--- config.mk ---
export PLATFORM = sky130hd
export DESIGN_NAME = ad_ip_jesd204_tpl_adc_capture_ctrl_flat
export DESIGN_NICKNAME = d
export VERILOG_FILES = /design/src/rtl/ad_ip_jesd204_tpl_adc_capture_ctrl_if.sv /design/src/rtl/ad_ip_jesd204_tpl_adc_capture_ctrl.sv /design/src/flat_wrapper.sv
export SDC_FILE = /design/constraint.sdc
export NUM_CORES = 1
export LEC_CHECK = 0
export CORE_MARGIN = 3
export CORE_UTILIZATION = 45
export CTS_CLUSTER_SIZE = 12
export DETAILED_ROUTE_END_ITERATION = 10
export DONT_BUFFER_PORTS = 1
export RECOVER_POWER = 25
export SYNTH_ARGS = -nofsm -noshare
export SYNTH_HDL_FRONTEND = slang
export SYNTH_SLANG_ARGS = --single-unit
export TNS_END_PERCENT = 1
--- constraint.sdc ---
create_clock -name clk -period 9.3 [get_ports clk]
set_clock_uncertainty 0.1 [all_clocks]
set_input_delay 1.395 -clock clk [delete_from_list [all_inputs] [get_ports clk]]
set_output_delay 1.395 -clock clk [all_outputs]
set_load 0.05 [all_outputs]
--- src/rtl/ad_ip_jesd204_tpl_adc_capture_ctrl_if.sv ---
// rtl/ad_ip_jesd204_tpl_adc_capture_ctrl_if.sv - control, sample stream and status bundle for the ADC capture sequencer
//
// Purpose: groups every non-clock signal of the capture sequencer.
// Ports (signals):
//   ctrl_arm/ctrl_abort/ctrl_trig_mode/ctrl_length - capture control from the regmap
//   ext_trig                                       - trigger level, synchronous to link clock
//   enable/adc_valid_in/adc_data_in/adc_dovf_in    - TPL core stream and DMA overflow
//   adc_valid_out/adc_data_out                     - gated stream to the DMA write port
//   status_*                                       - registered status back to the regmap
// Modports: master drives control and the input stream; slave is the sequencer.

interface ad_ip_jesd204_tpl_adc_capture_ctrl_if #(
  parameter int NUM_CHANNELS = 4,
  parameter int DATA_WIDTH   = 128,
  parameter int LENGTH_WIDTH = 16
);

  logic                    ctrl_arm;
  logic                    ctrl_abort;
  logic                    ctrl_trig_mode;
  logic [LENGTH_WIDTH-1:0] ctrl_length;
  logic                    ext_trig;
  logic [NUM_CHANNELS-1:0] enable;
  logic [NUM_CHANNELS-1:0] adc_valid_in;
  logic [DATA_WIDTH-1:0]   adc_data_in;
  logic                    adc_dovf_in;
  logic [NUM_CHANNELS-1:0] adc_valid_out;
  logic [DATA_WIDTH-1:0]   adc_data_out;
  logic                    status_busy;
  logic                    status_armed;
  logic                    status_done;
  logic                    status_ovf;
  logic [LENGTH_WIDTH-1:0] status_beat_count;

  modport master (
    output ctrl_arm, ctrl_abort, ctrl_trig_mode, ctrl_length, ext_trig,
           enable, adc_valid_in, adc_data_in, adc_dovf_in,
    input  adc_valid_out, adc_data_out, status_busy, status_armed,
           status_done, status_ovf, status_beat_count
  );

  modport slave (
    input  ctrl_arm, ctrl_abort, ctrl_trig_mode, ctrl_length, ext_trig,
           enable, adc_valid_in, adc_data_in, adc_dovf_in,
    output adc_valid_out, adc_data_out, status_busy, status_armed,
           status_done, status_ovf, status_beat_count
  );

endinterface

--- src/rtl/ad_ip_jesd204_tpl_adc_capture_ctrl.sv ---
// rtl/ad_ip_jesd204_tpl_adc_capture_ctrl.sv - trigger-aligned bounded/continuous ADC capture sequencer
//
// Purpose: gates the TPL ADC sample stream into bursts of a programmed beat
// count (or a continuous stream) starting immediately or on an ext_trig
// rising edge, and reports busy/armed/done/overflow/beat count.
// Ports:
//   clk - link clock
//   rst - asynchronous reset, active-high
//   bus - slave side of ad_ip_jesd204_tpl_adc_capture_ctrl_if (control,
//         sample stream in/out, status)

module ad_ip_jesd204_tpl_adc_capture_ctrl #(
  parameter int NUM_CHANNELS = 4,
  parameter int DATA_WIDTH   = 128,
  parameter int LENGTH_WIDTH = 16
) (
  input logic                                 clk,
  input logic                                 rst,
  ad_ip_jesd204_tpl_adc_capture_ctrl_if.slave bus
);

  typedef enum logic [1:0] {
    ST_IDLE    = 2'd0,
    ST_ARMED   = 2'd1,
    ST_CAPTURE = 2'd2,
    ST_DONE    = 2'd3
  } state_t;

  state_t                  r_state;
  state_t                  w_state_next;

  logic [LENGTH_WIDTH-1:0] r_length;
  logic [LENGTH_WIDTH-1:0] r_beat_count;
  logic                    r_ext_trig_d;
  logic                    r_busy;
  logic                    r_armed;
  logic                    r_done;
  logic                    r_ovf;
  logic [NUM_CHANNELS-1:0] r_valid_out;
  logic [DATA_WIDTH-1:0]   r_data_out;

  logic                    w_beat;
  logic                    w_capture_beat;
  logic                    w_trig_edge;
  logic                    w_arm_ok;
  logic                    w_final_beat;
  logic [LENGTH_WIDTH-1:0] w_count_inc;
  logic                    w_busy_next;
  logic                    w_armed_next;

  assign w_beat         = |(bus.adc_valid_in & bus.enable);
  assign w_capture_beat = (r_state == ST_CAPTURE) && w_beat;
  assign w_trig_edge    = bus.ext_trig && !r_ext_trig_d;

  // Arm is only accepted from a quiescent state and never alongside abort.
  assign w_arm_ok = bus.ctrl_arm && !bus.ctrl_abort &&
                    ((r_state == ST_IDLE) || (r_state == ST_DONE));

  // Count saturates so continuous captures never wrap back to small values.
  assign w_count_inc = (&r_beat_count) ? r_beat_count
                                       : r_beat_count + LENGTH_WIDTH'(1);

  // Length 0 means continuous, so only a nonzero length can complete.
  assign w_final_beat = w_capture_beat && (r_length != '0) &&
                        (w_count_inc == r_length);

  // State register
  always_ff @(posedge clk or posedge rst) begin
    if (rst) begin
      r_state <= ST_IDLE;
    end else begin
      r_state <= w_state_next;
    end
  end

  // Next-state logic; abort overrides every other transition.
  always_comb begin
    w_state_next = r_state;
    case (r_state)
      ST_IDLE, ST_DONE: begin
        if (bus.ctrl_arm) begin
          w_state_next = bus.ctrl_trig_mode ? ST_ARMED : ST_CAPTURE;
        end
      end
      ST_ARMED: begin
        if (w_trig_edge) begin
          w_state_next = ST_CAPTURE;
        end
      end
      ST_CAPTURE: begin
        if (w_final_beat) begin
          w_state_next = ST_DONE;
        end
      end
      default: w_state_next = ST_IDLE;
    endcase
    if (bus.ctrl_abort) begin
      w_state_next = ST_IDLE;
    end
  end

  // Output decode from the next state so the registered flags line up
  // with the state register.
  always_comb begin
    w_busy_next  = (w_state_next == ST_ARMED) || (w_state_next == ST_CAPTURE);
    w_armed_next = (w_state_next == ST_ARMED);
  end

  // Datapath and status registers
  always_ff @(posedge clk or posedge rst) begin
    if (rst) begin
      r_ext_trig_d <= 1'b0;
      r_length     <= '0;
      r_beat_count <= '0;
      r_busy       <= 1'b0;
      r_armed      <= 1'b0;
      r_done       <= 1'b0;
      r_ovf        <= 1'b0;
      r_valid_out  <= '0;
      r_data_out   <= '0;
    end else begin
      r_ext_trig_d <= bus.ext_trig;
      r_data_out   <= bus.adc_data_in;
      // Gated on the current state: a beat in the trigger-edge cycle is
      // dropped, and the final beat of a burst is still forwarded.
      r_valid_out  <= (r_state == ST_CAPTURE) ? (bus.adc_valid_in & bus.enable) : '0;
      r_busy       <= w_busy_next;
      r_armed      <= w_armed_next;

      if (w_arm_ok) begin
        r_length     <= bus.ctrl_length;
        r_beat_count <= '0;
        r_done       <= 1'b0;
        r_ovf        <= 1'b0;
      end else begin
        if (w_capture_beat) begin
          r_beat_count <= w_count_inc;
        end
        if (w_final_beat && !bus.ctrl_abort) begin
          r_done <= 1'b1;
        end
        if ((r_state == ST_CAPTURE) && bus.adc_dovf_in) begin
          r_ovf <= 1'b1;
        end
      end
    end
  end

  assign bus.adc_valid_out     = r_valid_out;
  assign bus.adc_data_out      = r_data_out;
  assign bus.status_busy       = r_busy;
  assign bus.status_armed      = r_armed;
  assign bus.status_done       = r_done;
  assign bus.status_ovf        = r_ovf;
  assign bus.status_beat_count = r_beat_count;

endmodule

--- src/flat_wrapper.sv ---
// flat-port wrapper written by rule: the top's interface ports become plain ports
module ad_ip_jesd204_tpl_adc_capture_ctrl_flat 
#(
  parameter int NUM_CHANNELS = 4,
  parameter int DATA_WIDTH   = 128,
  parameter int LENGTH_WIDTH = 16
)
  (clk, rst, bus_ctrl_arm, bus_ctrl_abort, bus_ctrl_trig_mode, bus_ctrl_length, bus_ext_trig, bus_enable, bus_adc_valid_in, bus_adc_data_in, bus_adc_dovf_in, bus_adc_valid_out, bus_adc_data_out, bus_status_busy, bus_status_armed, bus_status_done, bus_status_ovf, bus_status_beat_count);
  ad_ip_jesd204_tpl_adc_capture_ctrl_if #(.NUM_CHANNELS(NUM_CHANNELS), .DATA_WIDTH(DATA_WIDTH), .LENGTH_WIDTH(LENGTH_WIDTH)) bus_i ();
  input logic clk;
  input logic rst;
  input wire logic [$bits(bus_i.ctrl_arm)-1:0] bus_ctrl_arm;
  input wire logic [$bits(bus_i.ctrl_abort)-1:0] bus_ctrl_abort;
  input wire logic [$bits(bus_i.ctrl_trig_mode)-1:0] bus_ctrl_trig_mode;
  input wire logic [$bits(bus_i.ctrl_length)-1:0] bus_ctrl_length;
  input wire logic [$bits(bus_i.ext_trig)-1:0] bus_ext_trig;
  input wire logic [$bits(bus_i.enable)-1:0] bus_enable;
  input wire logic [$bits(bus_i.adc_valid_in)-1:0] bus_adc_valid_in;
  input wire logic [$bits(bus_i.adc_data_in)-1:0] bus_adc_data_in;
  input wire logic [$bits(bus_i.adc_dovf_in)-1:0] bus_adc_dovf_in;
  output wire logic [$bits(bus_i.adc_valid_out)-1:0] bus_adc_valid_out;
  output wire logic [$bits(bus_i.adc_data_out)-1:0] bus_adc_data_out;
  output wire logic [$bits(bus_i.status_busy)-1:0] bus_status_busy;
  output wire logic [$bits(bus_i.status_armed)-1:0] bus_status_armed;
  output wire logic [$bits(bus_i.status_done)-1:0] bus_status_done;
  output wire logic [$bits(bus_i.status_ovf)-1:0] bus_status_ovf;
  output wire logic [$bits(bus_i.status_beat_count)-1:0] bus_status_beat_count;
  assign bus_i.ctrl_arm = bus_ctrl_arm;
  assign bus_i.ctrl_abort = bus_ctrl_abort;
  assign bus_i.ctrl_trig_mode = bus_ctrl_trig_mode;
  assign bus_i.ctrl_length = bus_ctrl_length;
  assign bus_i.ext_trig = bus_ext_trig;
  assign bus_i.enable = bus_enable;
  assign bus_i.adc_valid_in = bus_adc_valid_in;
  assign bus_i.adc_data_in = bus_adc_data_in;
  assign bus_i.adc_dovf_in = bus_adc_dovf_in;
  assign bus_adc_valid_out = bus_i.adc_valid_out;
  assign bus_adc_data_out = bus_i.adc_data_out;
  assign bus_status_busy = bus_i.status_busy;
  assign bus_status_armed = bus_i.status_armed;
  assign bus_status_done = bus_i.status_done;
  assign bus_status_ovf = bus_i.status_ovf;
  assign bus_status_beat_count = bus_i.status_beat_count;
  ad_ip_jesd204_tpl_adc_capture_ctrl #(.NUM_CHANNELS(NUM_CHANNELS), .DATA_WIDTH(DATA_WIDTH), .LENGTH_WIDTH(LENGTH_WIDTH)) u_core (.clk(clk), .rst(rst), .bus(bus_i));
endmodule
== Word level (Yosys, flattened, before mapping) ==
Cells that the tools add are included.

* Register bits after elaboration: 171
* Input port bits: 159
* Output and inout bits: 152
* Logic and storage cells: 52

* Add/sub/neg operators: 1
* Eq/ne operators: 6
* Mux-type cells: 14
* Bitwise gates (word level): 1
* Reduce and logical (&&, ||, !) cells: 20

{| class="wikitable"
|+ Operators by type and width
! kind !! count
|-
| 2-to-1 mux 16 bit || 3
|-
| adder 16 x 1 -> 16 bit (second input constant) || 1
|-
| equality test 16 bit || 1
|-
| AND reduction 16 bit || 1
|-
| nonzero test 16 bit || 1
|-
| 2-to-1 mux 2 bit || 5
|-
| logical AND 1 bit || 8
|-
| equality test 2 bit (second input constant) || 3
|-
| one-hot mux 2 bit (3 select lines) || 1
|-
| nonzero test 2 bit || 3
|-
| AND 4 bit || 1
|-
| equality test 2 x 1 -> 1 bit (second input constant) || 2
|-
| 2-to-1 mux 1 bit || 4
|-
| 2-to-1 mux 4 bit || 1
|-
| OR reduction 4 bit || 1
|-
| logical NOT 1 bit || 2
|-
| logical NOT 2 bit || 1
|-
| logical OR 1 bit || 2
|-
| OR reduction 2 bit || 1
|}

== Longest topological paths before layout ==
* Word-level depth: 10
* Depth in mapped cells: 11
* Mapped depth without buffers: 10

== Worst setup path before layout ==
No wires, ideal clock.

* Path kind: register -> register
* Start point: register u_core.r_beat_count[0] (netlist: u_core.bus.status_beat_count[0])
* End point: register u_core.r_busy (netlist: u_core.bus.status_busy)
* Setup time: 0.063 ns
* Data arrival time: 3.025 ns
* Data required time: 9.137 ns
* Setup slack: 6.112 ns
* Cell stages (with the launch flop): 11
* Buffers on the path: 0
* Period minus slack after synthesis: 3.188 ns
* Path through: dfrtp_1 ha_1 nand4_2 nor4_4 nor2_1 or3b_1 a211oi_2 nand4_1 a21oi_1 ha_1 inv_1

* Longest elaborated chain between the ends: 9
* Elaborated cells on any way between the ends: 11
* Those cells by class: 1 x add/sub; 3 x eq/ne; 4 x mux; 3 x reduce/logical

{| class="wikitable"
|+ RTL lines
! element !! line !! RTL
|-
| start, declared || ad_ip_jesd204_tpl_adc_capture_ctrl.sv:33 || <nowiki>logic [LENGTH_WIDTH-1:0] r_beat_count;</nowiki>
|-
| start signal, assigned || ad_ip_jesd204_tpl_adc_capture_ctrl.sv:137 || <nowiki>r_beat_count <= w_count_inc;</nowiki>
|-
| adder 16 x 1 -> 16 bit or AND reduction 16 bit (tied branches) || ad_ip_jesd204_tpl_adc_capture_ctrl.sv:61, ad_ip_jesd204_tpl_adc_capture_ctrl.sv:60 ||
|-
| 2-to-1 mux 16 bit * || ad_ip_jesd204_tpl_adc_capture_ctrl.sv:60 || <nowiki>assign w_count_inc = (&r_beat_count) ? r_beat_count</nowiki>
|-
| equality test 16 bit * || ad_ip_jesd204_tpl_adc_capture_ctrl.sv:65 || <nowiki>(w_count_inc == r_length);</nowiki>
|-
| logical AND 1 bit * || ad_ip_jesd204_tpl_adc_capture_ctrl.sv:64 || <nowiki>assign w_final_beat = w_capture_beat && (r_length != '0) &&</nowiki>
|-
| 2-to-1 mux 2 bit * || ad_ip_jesd204_tpl_adc_capture_ctrl.sv:91 || <nowiki>if (w_final_beat) begin</nowiki>
|-
| one-hot mux 2 bit (3 select lines) * || ad_ip_jesd204_tpl_adc_capture_ctrl.sv:79 || <nowiki>case (r_state)</nowiki>
|-
| 2-to-1 mux 2 bit * || ad_ip_jesd204_tpl_adc_capture_ctrl.sv:97 || <nowiki>if (bus.ctrl_abort) begin</nowiki>
|-
| named net u_core.w_state_next[0] || ad_ip_jesd204_tpl_adc_capture_ctrl.sv:30 || <nowiki>state_t w_state_next;</nowiki>
|-
| equality test 2 x 1 -> 1 bit or equality test 2 bit (tied branches) || ad_ip_jesd204_tpl_adc_capture_ctrl.sv:105 || <nowiki>w_busy_next = (w_state_next == ST_ARMED) || (w_state_next == ST_CAPTURE);</nowiki>
|-
| logical OR 1 bit * || ad_ip_jesd204_tpl_adc_capture_ctrl.sv:105 ||
|-
| named net u_core.w_busy_next || ad_ip_jesd204_tpl_adc_capture_ctrl.sv:48 || <nowiki>logic w_busy_next;</nowiki>
|-
| end signal, assigned || ad_ip_jesd204_tpl_adc_capture_ctrl.sv:127 || <nowiki>r_busy <= w_busy_next;</nowiki>
|-
| end, declared || ad_ip_jesd204_tpl_adc_capture_ctrl.sv:35 || <nowiki>logic r_busy;</nowiki>
|}

The timed path passes the listed nets; every way through them passes the cells marked *.
A chain may end at the register's enable or synchronous reset.

== Worst setup path in the final report ==
* Start point: register u_core.r_beat_count[1] (netlist: u_core.bus.status_beat_count[1])
* End point: register u_core.r_busy (netlist: u_core.bus.status_busy)

The elaborated chain is that of the path after synthesis.

==> run metrics <==
largest cells by area after synthesis dfrtp_1 74%, nand2_1 3.8%, xnor2_1 3.2%; global-route wire length before repair 22200 µm; largest family of logic cells by synthesized area simple AND/OR/NAND/NOR gates; global-route track usage on met2 37.9%; Startpoint Class flop; final number of max-transition violations 0; number of detailed-route iterations in the first pass 4; synthesized-area fraction occupied by ao, oa, aoi and oai cells 4.24%; PwrDens 302 mW/mm²; Post-synth EDFFs 0; CP arrival 3.90 ns; clock transition at the registers of the reported paths 0.07 ns; GRT overflow 0; relative max-transition margin 31.2%; fraction of synthesized cell area taken by the top area cell type 73.7%; area of the core region 0.0123 mm²; Clk Latency, worst-skew pair 0.42 ns; Placed Cells 580; max capacitance violation total 0; number of global-route vias before repair 3501; part of the Yosys area used for sequential elements 73.7%; worst setup slack for register-to-register paths 5.66 ns; horizontal die dimension 120 µm; total routing usage reported by global routing 21.3%; kind of end point of the critical path flop; worst hold slack 0.439 ns; synthesized-area fraction occupied by xor and xnor cells 4.52%; Cell Count, Final, Fillers Out 613; starting density of the core 47.2%; number of instances in the synthesized netlist 425; status complete, no violations; required time reported for the critical path endpoint 9.56 ns; worst voltage drop across the vdd grid 177 µV; number of nets in the finished design 595; htree depth 4; Setup Fix Bufs, Post-CTS 0; synthesized-area fraction occupied by adder cells 1.08%; Post-DP HPWL 11600 µm; total setup violations reported at the end of the flow 0; unique cell type count in the Yosys netlist 52; core occupancy in the finished layout 53.4%; number of fill cells in the layout 1066; Cell Area, Synth 0.00581 mm²; area share of and/or/nand/nor cells after synthesis 13.5%; async set-or-reset flop fraction in the synthesized netlist 100%; mux contribution to synthesized area 1.23%; peak-usage layer in the global routing report met2; count of input and output buffers 0; hold-critical path depth 2; maximum number of pins on one net before global-route repair 89; most common library cell in the layout ignoring fill and taps dfrtp_1; number of flip-flops and latches in the synthesized netlist 171; final weighted congestion in routability-driven placement 0.934; number of buffers inserted for hold repair after clock tree synthesis 0; final antenna-violating net count 0; CTS tree done; cell at the root of the clock tree clkbuf_16; fraction of layout cells with a size suffix above 1 10.2%; Layout area overhead 13.2%; worst reg2reg startpoint u_core.bus.status_beat_count[1]; met3 usage in global routing 9.66%; logic depth of the worst register-to-register path 10; setup repair after global routing missed its margin false; detail-routed via count per cell 5.44; initial detailed-routing violation count 193; type of the worst setup path reg -> reg; static power due to leakage 2.97 nW; maximum achievable frequency 274 MHz; post-route fraction of the period consumed by the critical path 39.2%; DIE HEIGHT 120 µm; Cell Rows 40; library cell with the largest summed area after synthesis dfrtp_1; overall via count from detail_route 3337; hold path endpoint u_core.r_length[9]; WL per Instance 24.7 µm; hold crit path type reg -> reg; mean cell area of the mapped netlist 13.7 µm²; area used by multi-input combinational logic 0.00143 mm²; r2r endpoint u_core.bus.status_busy; sum of routed wire length over all layers 15100 µm; final hold violation count 0; top fanout value on the critical path 10; number of ports placed on the die boundary 311; buffer levels on the longest clock path 2; number of warnings printed during yosys synthesis 0; origin of the worst min-delay path u_core.r_length[9]; leading register cell type out of synthesis dfrtp_1; drc violations 0; transition time at the pin with the least slew margin 1.03 ns; number of cells upsized or downsized after cts 0; initial antenna violation count 6; met1 Track Usage GR 23.6%; overall die area 0.0143 mm²; total nets after synthesis 589; most used cells in the layout excluding fill and tap cells 171 x dfrtp_1, 59 x nand2_1, 34 x nor2_1, 21 x xnor2_1, 17 x clkbuf_16; # clock sinks 171; Total Negative Setup Slacks 0 ns; sequential cell area 0.00428 mm²; crit path time final 3.64 ns; number of CTS-inserted buffers 17
cell usage after synthesis, types with 2 or more instances:
| library cell | n |
|---|---|
| o21ai_0 | 6 |
| a22oi_1 | 2 |
| nor4_4 | 2 |
| nand3b_1 | 3 |
| nand4_1 | 8 |
| ha_1 | 5 |
| nand2b_1 | 3 |
| or2_2 | 2 |
| buf_2 | 4 |
| nor2_1 | 34 |
| and3b_1 | 2 |
| nand3_1 | 9 |
| dfrtp_1 | 171 |
| nor2b_1 | 3 |
| and3_1 | 10 |
| a31oi_1 | 3 |
| nand2_1 | 59 |
| mux2i_1 | 6 |
| xnor2_1 | 21 |
| xor2_1 | 9 |
| inv_1 | 11 |
| clkbuf_1 | 10 |
| nor3_1 | 5 |
| nor4_1 | 5 |
| a21oi_1 | 5 |
worst max-delay path by stage:
stage                                                from                         end  cells after the start
after floorplan                                       rst  u_core.bus.adc_data_out[0]                      1
after global placement    u_core.bus.status_beat_count[1]      u_core.bus.status_busy                     10
after detailed placement  u_core.bus.status_beat_count[1]      u_core.bus.status_busy                     10
after CTS                 u_core.bus.status_beat_count[1]      u_core.bus.status_busy                     10
after global routing      u_core.bus.status_beat_count[1]      u_core.bus.status_busy                     10
final                     u_core.bus.status_beat_count[1]      u_core.bus.status_busy                     10
worst max-delay path, cell delays in order, from the launching register on:
cell and delay (ns):
dfrtp_1 0.75, ha_1 0.41, nand4_2 0.26, nor4_4 0.59, nor2_1 0.13, or3b_1 0.41
a211oi_2 0.19, nand4_1 0.20, a21oi_1 0.24, ha_1 0.26, inv_1 0.05
power breakdown:
| part | switching (mW) | leakage (nW) | internal, mW |
|---|---|---|---|
| Combinational | 0.142 | 0.626 | 0.0984 |
| Sequential | 0.230 | 2.06 | 0.819 |
| Clock | 0.316 | 0.286 | 0.383 |
| Total | 0.688 | 2.97 | 1.30 |
flip-flops by register name (all words and copies together), names as in the netlist:
signal and cells:
u_core.bus.status_beat_count 16, u_core.bus.status_armed 1, u_core.r_state 2, u_core.bus.adc_valid_out 4, u_core.bus.adc_data_out 128, u_core.bus.status_busy 1, u_core.r_length 16, u_core.bus.status_ovf 1
u_core.bus.status_done 1, u_core.r_ext_trig_d 1
cell type report:
class / count / area share [%]
Sequential cell: 171 / 65.1
Timing Repair Buffer: 2 / 0.228
Clock inverter: 14 / 2.57
Multi-Input combinational cell: 228 / 21.7
Inverter: 11 / 0.704
Tap cell: 168 / 3.20
Antenna cell: 2 / 0.0761
Clock buffer: 17 / 6.47
stage by stage:
| stage | setup WS (ns) | power (mW) | area, µm² |
|---|---|---|---|
| 6_report | 5.66 | 1.99 | 6580 |
| 2_1_floorplan | 3.17 | 1.23 | 5810 |
| 5_1_grt | 5.40 | 2.08 | 6580 |
| 4_1_cts | 5.67 | 2.01 | 6570 |
| 3_5_place_dp | 5.69 | 1.31 | 5980 |
| 3_3_place_gp | 5.78 | 1.30 | 5980 |
logic make-up after synthesis:
kind of cell,after synthesis
AOI/OAI and AO/OA,33
and+or+nand+nor,153
DFF,171
muxes,7
buffers and inverters,26
adders and majority gates,5
xor gates and xnor gates,30
metal layers:
layer	part of all wire, %	vias up
li1	-	1436
met4	0.72	6
met2	55	183
met1	35	1698
met5	0.18	-
met3	9.0	14
Power figures use the tool's default switching activity.
